## src/rtl/microgame_gfx_pkg.sv

```systemverilog
// Shared graphics definitions: blitter FSM states, rect operand field
// positions (shared with the collision detector) and default screen size.
package microgame_gfx_pkg;

   typedef enum logic [1:0] {
      ST_IDLE = 2'd0,
      ST_LOAD = 2'd1,
      ST_DRAW = 2'd2
   } blit_state_e;

   localparam int RECT_X_MSB = 31;
   localparam int RECT_X_LSB = 24;
   localparam int RECT_Y_MSB = 23;
   localparam int RECT_Y_LSB = 16;
   localparam int RECT_W_MSB = 15;
   localparam int RECT_W_LSB = 8;
   localparam int RECT_H_MSB = 7;
   localparam int RECT_H_LSB = 0;

   localparam int SCREEN_W_DEF = 256;
   localparam int SCREEN_H_DEF = 256;

endpackage

```

## src/rtl/blit_cmd_fifo.sv

```systemverilog
// Synchronous command FIFO; head entry is visible on rdata_o while non-empty.
module blit_cmd_fifo #(
   parameter int DEPTH = 4,
   parameter int WIDTH = 40
) (
   input  logic                     clk,
   input  logic                     rst_n,
   input  logic                     push_i,
   input  logic [WIDTH-1:0]         wdata_i,
   input  logic                     pop_i,
   output logic [WIDTH-1:0]         rdata_o,
   output logic                     full_o,
   output logic                     empty_o,
   output logic [$clog2(DEPTH):0]   count_o
);

   localparam int AW = $clog2(DEPTH);
   localparam logic [AW:0] FULL_CNT = (AW+1)'(DEPTH);

   logic [WIDTH-1:0] mem_q [DEPTH];
   logic [AW-1:0]    wr_ptr_q, rd_ptr_q;
   logic [AW:0]      count_q, count_d;

   always_comb begin
      count_d = count_q;
      case ({push_i, pop_i})
         2'b10:   count_d = count_q + (AW+1)'(1);
         2'b01:   count_d = count_q - (AW+1)'(1);
         default: count_d = count_q;
      endcase
   end

   always_ff @(posedge clk or negedge rst_n) begin
      if (!rst_n) begin
         wr_ptr_q <= '0;
         rd_ptr_q <= '0;
         count_q  <= '0;
      end else begin
         // Power-of-two depth lets the pointers wrap naturally.
         if (push_i) wr_ptr_q <= wr_ptr_q + AW'(1);
         if (pop_i)  rd_ptr_q <= rd_ptr_q + AW'(1);
         count_q <= count_d;
      end
   end

   always_ff @(posedge clk) begin
      if (push_i) mem_q[wr_ptr_q] <= wdata_i;
   end

   assign rdata_o = mem_q[rd_ptr_q];
   assign full_o  = (count_q == FULL_CNT);
   assign empty_o = (count_q == '0);
   assign count_o = count_q;

endmodule

```

## src/rtl/rect_blitter.sv

```systemverilog
// Rectangle-fill engine: queues draw commands and writes one clipped pixel
// per cycle into the framebuffer, honouring framebuffer back-pressure.
module rect_blitter
   import microgame_gfx_pkg::*;
#(
   parameter int FIFO_DEPTH  = 4,
   parameter int COLOR_WIDTH = 8,
   parameter int SCREEN_W    = SCREEN_W_DEF,
   parameter int SCREEN_H    = SCREEN_H_DEF
) (
   input  logic                   clk,
   input  logic                   rst_n,
   input  logic                   cmd_valid,
   output logic                   cmd_ready,
   input  logic [31:0]            cmd_rect,
   input  logic [COLOR_WIDTH-1:0] cmd_color,
   output logic                   fb_we,
   output logic [15:0]            fb_addr,
   output logic [COLOR_WIDTH-1:0] fb_wdata,
   input  logic                   fb_stall,
   output logic                   busy
);

   localparam int EW = 32 + COLOR_WIDTH;
   localparam int CW = $clog2(FIFO_DEPTH) + 1;
   localparam logic [CW-1:0] CNT_ONE = CW'(1);
   localparam logic [8:0]    SW9 = 9'(SCREEN_W);
   localparam logic [8:0]    SH9 = 9'(SCREEN_H);

   logic [EW-1:0]  head;
   logic           full, empty, push, pop;
   logic [CW-1:0]  fifo_cnt;

   blit_state_e            state_q, state_d;
   logic [7:0]             x0_q, x0_d, y0_q, y0_d, w_q, w_d, h_q, h_d;
   logic [7:0]             cx_q, cx_d, cy_q, cy_d;
   logic [COLOR_WIDTH-1:0] col_q, col_d;

   logic [8:0] px, py;
   logic       in_screen, advance, more_after_pop;
   logic [7:0] hw, hh;

   assign push      = cmd_valid && !full;
   assign cmd_ready = !full;

   blit_cmd_fifo #(
      .DEPTH (FIFO_DEPTH),
      .WIDTH (EW)
   ) u_fifo (
      .clk     (clk),
      .rst_n   (rst_n),
      .push_i  (push),
      .wdata_i ({cmd_color, cmd_rect}),
      .pop_i   (pop),
      .rdata_o (head),
      .full_o  (full),
      .empty_o (empty),
      .count_o (fifo_cnt)
   );

   // 9-bit sums so that a rectangle running off the right/bottom edge clips
   // instead of wrapping back to column/row 0.
   assign px        = {1'b0, x0_q} + {1'b0, cx_q};
   assign py        = {1'b0, y0_q} + {1'b0, cy_q};
   assign in_screen = (px < SW9) && (py < SH9);

   assign fb_we    = (state_q == ST_DRAW) && in_screen;
   assign fb_addr  = {py[7:0], px[7:0]};
   assign fb_wdata = col_q;
   assign busy     = !empty || (state_q != ST_IDLE);

   // Clipped pixels never wait on the framebuffer.
   assign advance        = (state_q == ST_DRAW) && !(fb_we && fb_stall);
   assign more_after_pop = !empty && (fifo_cnt != CNT_ONE);
   assign hw             = head[RECT_W_MSB:RECT_W_LSB];
   assign hh             = head[RECT_H_MSB:RECT_H_LSB];

   always_comb begin
      state_d = state_q;
      x0_d    = x0_q;
      y0_d    = y0_q;
      w_d     = w_q;
      h_d     = h_q;
      col_d   = col_q;
      cx_d    = cx_q;
      cy_d    = cy_q;
      pop     = 1'b0;
      case (state_q)
         ST_IDLE: begin
            if (!empty) state_d = ST_LOAD;
         end
         ST_LOAD: begin
            pop   = 1'b1;
            x0_d  = head[RECT_X_MSB:RECT_X_LSB];
            y0_d  = head[RECT_Y_MSB:RECT_Y_LSB];
            w_d   = hw;
            h_d   = hh;
            col_d = head[EW-1:32];
            cx_d  = '0;
            cy_d  = '0;
            if (hw == '0 || hh == '0)
               state_d = more_after_pop ? ST_LOAD : ST_IDLE;
            else
               state_d = ST_DRAW;
         end
         ST_DRAW: begin
            if (advance) begin
               if (cx_q == w_q - 8'd1) begin
                  cx_d = '0;
                  cy_d = cy_q + 8'd1;
                  if (cy_q == h_q - 8'd1)
                     state_d = empty ? ST_IDLE : ST_LOAD;
               end else begin
                  cx_d = cx_q + 8'd1;
               end
            end
         end
         default: state_d = ST_IDLE;
      endcase
   end

   always_ff @(posedge clk or negedge rst_n) begin
      if (!rst_n) begin
         state_q <= ST_IDLE;
         x0_q    <= '0;
         y0_q    <= '0;
         w_q     <= '0;
         h_q     <= '0;
         col_q   <= '0;
         cx_q    <= '0;
         cy_q    <= '0;
      end else begin
         state_q <= state_d;
         x0_q    <= x0_d;
         y0_q    <= y0_d;
         w_q     <= w_d;
         h_q     <= h_d;
         col_q   <= col_d;
         cx_q    <= cx_d;
         cy_q    <= cy_d;
      end
   end

endmodule

```

## config.mk

```make
export PLATFORM = sky130hd
export DESIGN_NAME = rect_blitter
export DESIGN_NICKNAME = d
export VERILOG_FILES = /design/src/rtl/microgame_gfx_pkg.sv /design/src/rtl/blit_cmd_fifo.sv /design/src/rtl/rect_blitter.sv
export SDC_FILE = /design/constraint.sdc
export NUM_CORES = 1
export LEC_CHECK = 0
export BUFFER_PORTS_ARGS = -buffer_cell sky130_fd_sc_hd__buf_2
export CAP_MARGIN = 20
export CELL_PAD_IN_SITES_DETAIL_PLACEMENT = 0
export CELL_PAD_IN_SITES_GLOBAL_PLACEMENT = 1
export CORE_MARGIN = 3
export CORE_UTILIZATION = 45
export CTS_BUF_LIST = sky130_fd_sc_hd__clkbuf_8
export DETAILED_ROUTE_END_ITERATION = 10
export PLACE_DENSITY_LB_ADDON = 0.1
export SLEW_MARGIN = 20
export SYNTH_ARGS = -nofsm -noshare
export SYNTH_HDL_FRONTEND = slang
export SYNTH_HIERARCHICAL = 1
export SYNTH_SLANG_ARGS = --single-unit
```

## constraint.sdc

```tcl
create_clock -name clk -period 3.3 [get_ports clk]
set_input_delay 0.33 -clock clk [delete_from_list [all_inputs] [get_ports clk]]
set_output_delay 0.33 -clock clk [all_outputs]
set_load 0.05 [all_outputs]
```

==> metrics.txt <==
status=complete, no violations; vias per inst=5.39; H-tree levels=2; Logic pwr share=0.144; vias in the first global route=6466; dpl hpwl=12900 um; routed wl met2=10300 um; Rel. slew slack=0.546; sequential area share after synthesis=0.647; Reg power frac=0.518; area of the core=21400 um2; Initial DRT Pass Iterations=4; # diodes=0; Post-synth EDFFs=160; max-cap viol count=0; FP Rows=53; Multi-input gate area=3260 um2; Final Wtd Congestion=0.827; Fin. Hold Viols=0; largest net degree at the start of global routing=48; Max Used Layer=met4; final-stage net count=886; share of post-route cells with drive strength above 1=0.227; Switching Share=0.275; Sink Count=225; TNS Setup=0 ns; routed wl met3=875 um; Yosys top cell by area=edfxtp_1; endpoints failing setup=0; Achievable Freq=318 MHz; VDD IR max=0.384 mV; synth warn=6; Filler Cells Inserted=1812; initial antenna violation count=0; Psw=1.97 mW; drt wl/cell=18.7 um; critical path launch point type=register; Worst Skew=0.0298 ns; Clock Power Share=0.338; RSZ-0062 raised after global routing=false; top area cells in the synthesized netlist=edfxtp_1 (48%), dfrtp_1 (16%), mux4_2 (8.6%); die area=23900 um2; Cell Pwr Density=616 nW/um2; post-synthesis cell count=689; via count=6026; Hold Slack=0.0278 ns; slowest cell on the critical path=dfrtp_1; Leak=4.56 nW; Data arrival, critical path=2.81 ns; Most used DFF post-synth=edfxtp_1; final WL=20900 um; Tmin final=3.14 ns; Final Cycle Share=0.952; Total Power=7.15 mW; Ports=71; ys async rst share=0.289; crit path cell chain=ha_1 -> fa_1 -> a211oi_1 -> nor2_1 -> o211ai_1 -> nor3b_2 -> clkbuf_4; syn_area_per_cell=14.4 um2; Remaining DRCs=0; worst hold stages=1; Worst-Skew Late Latency=0.54 ns; crit-path max FO=7; GRT overflow=0; most common cell after layout, fill and taps aside=edfxtp_1; Crit. End Element=output port; Starting Density=0.466; Crit path largest cell delay=0.46 ns; Unique masters post-synth=60; CTS max path bufs=3; mapped cell area=9940 um2; Chip Width=155 um; global-route wire length before repair=33900 um; Slew Limit Fails=0; CTS tree=done; Int Pwr=5.19 mW; actual slew at the worst max-slew pin=0.680 ns; Iter 0 DRT Violations=328; clock transition at the registers of the reported paths=0.06 ns; FF+latch area=6430 um2; Yosys top cell area share=0.483; DIE HEIGHT=155 um; post-synthesis net count=761; CTS Buf Count=40; Total GRT Usage=0.180; worst reg2reg path depth=11; CP required=2.97 ns; WL met1=9130 um; DRT antenna net count=0; count of state elements after synthesis=225; most frequent cells in the layout=edfxtp_1 (160), nand2_1 (144), buf_2 (68); CP Class=reg2out; Hold WC Path Type=in2reg; clock root buffer=clkbuf_8; Layout area overhead=16.7%; I/O Buffers=70
-- worst max-delay path, delay by kind of cell, from the launching register on --
family	cells	cell delay, ns
AO/OA/AOI/OAI	2	0.56
adder cells (fa/ha/maj)	2	0.68
buffers and inverters	1	0.26
flip-flops	1	0.46
AND/OR/NAND/NOR	2	0.35
-- cell type report --
class                      count  area share
tap                          275      0.0297
inverter                      20     0.00647
sequential                   225       0.554
multi-input combinational    414       0.281
clock buffer                  40      0.0474
clock inverter                32      0.0168
timing repair buffer         113      0.0641
-- stage by stage --
| stage | worst slack [ns] | cell area [um2] | util | std cells |
|---|---|---|---|---|
| 6_report | 0.158 | 11600 | 0.543 | 1119 |
| 5_1_grt | 0.0322 | 11600 | 0.543 | 1119 |
| 4_1_cts | 0.0493 | 11600 | 0.542 | 1117 |
| 3_5_place_dp | 0.466 | 10600 | 0.495 | 1019 |
| 3_3_place_gp | 0.501 | 10600 | 0.495 | 1019 |
| 2_1_floorplan | 0.169 | 9940 | - | 689 |
-- per-layer routing --
layer | GRT usage | up-vias
li1 | - | 2846
met2 | 0.304 | 142
met4 | 0.0681 | 0
met3 | 0.0325 | 46
met5 | 0 | -
met1 | 0.234 | 2992
-- flip-flops by register name (all words and copies together) (netlist names) --
register and count:
state_q 2, u_fifo/mem_q 160, u_fifo/rd_ptr_q 2, h_q 8, cx_q 8, y0_q 8, cy_q 8, u_fifo/count_o 3
u_fifo/wr_ptr_q 2, x0_q 8, w_q 8, fb_wdata 8
-- power by group through the flow --
| stage | Clock (mW) | Combinational [mW] | Sequential, mW |
|---|---|---|---|
| 6_report | 2.42 | 1.03 | 3.70 |
| 5_1_grt | 2.65 | 1.13 | 3.74 |
| 3_5_place_dp | 0 | 1.03 | 3.76 |
| 2_1_floorplan | 0 | 0.695 | 3.71 |
| 4_1_cts | 2.50 | 1.06 | 3.71 |
| 3_3_place_gp | 0 | 1.01 | 3.73 |
-- kinds of logic after synthesis --
kind of cell    synth area share
compound gates            0.0599
xor+xnor                  0.0326
fa+ha+maj                 0.0375
buf+inv                   0.0268
flops                      0.647
mux                       0.0944
simple gates               0.102
-- Yosys cell counts (5+ instances only) --
master	count
xor2_1	12
edfxtp_1	160
mux4_2	38
dfrtp_1	65
clkbuf_1	17
xnor2_1	25
a21oi_1	13
ha_1	25
nor3_1	6
or4_1	7
nor2_1	17
nor4_1	8
o21ai_0	14
a211oi_1	10
and2_1	5
nand2_1	144
nand3_1	10
buf_2	5
o32ai_1	5
inv_1	18
o211ai_1	8
-- path summary, 6_finish.rpt --
check	from	endpoint	slack [ns]
worst max-delay path	cx_q[0]$_DFFE_PN0P_	fb_we	0.16
min in group asynchronous	rst_n	cx_q[2]$_DFFE_PN0P_	0.37
max in group asynchronous	rst_n	x0_q[1]$_DFFE_PN0P_	2.25
worst max register to register	cx_q[0]$_DFFE_PN0P_	cy_q[4]$_DFFE_PN0P_	0.32
worst min-delay path	cmd_rect[20]	u_fifo/mem_q[0][20]$_DFFE_PP_	0.03
worst min register to register	fb_wdata[2]$_DFFE_PN0P_	fb_wdata[2]$_DFFE_PN0P_	0.47
-- what timing repair did --
| action | in CTS | in global routing |
|---|---|---|
| pin swaps | 1 | 1 |
| hold endpoints to repair | 96 | 43 |
| gates cloned | 0 | 0 |
| resized for setup | 0 | 3 |
| hold buffers | 25 | 1 |
| setup buffers | 1 | 1 |
| endpoints found under the setup margin | 1 | 2 |
Power figures use the tool's default switching activity.
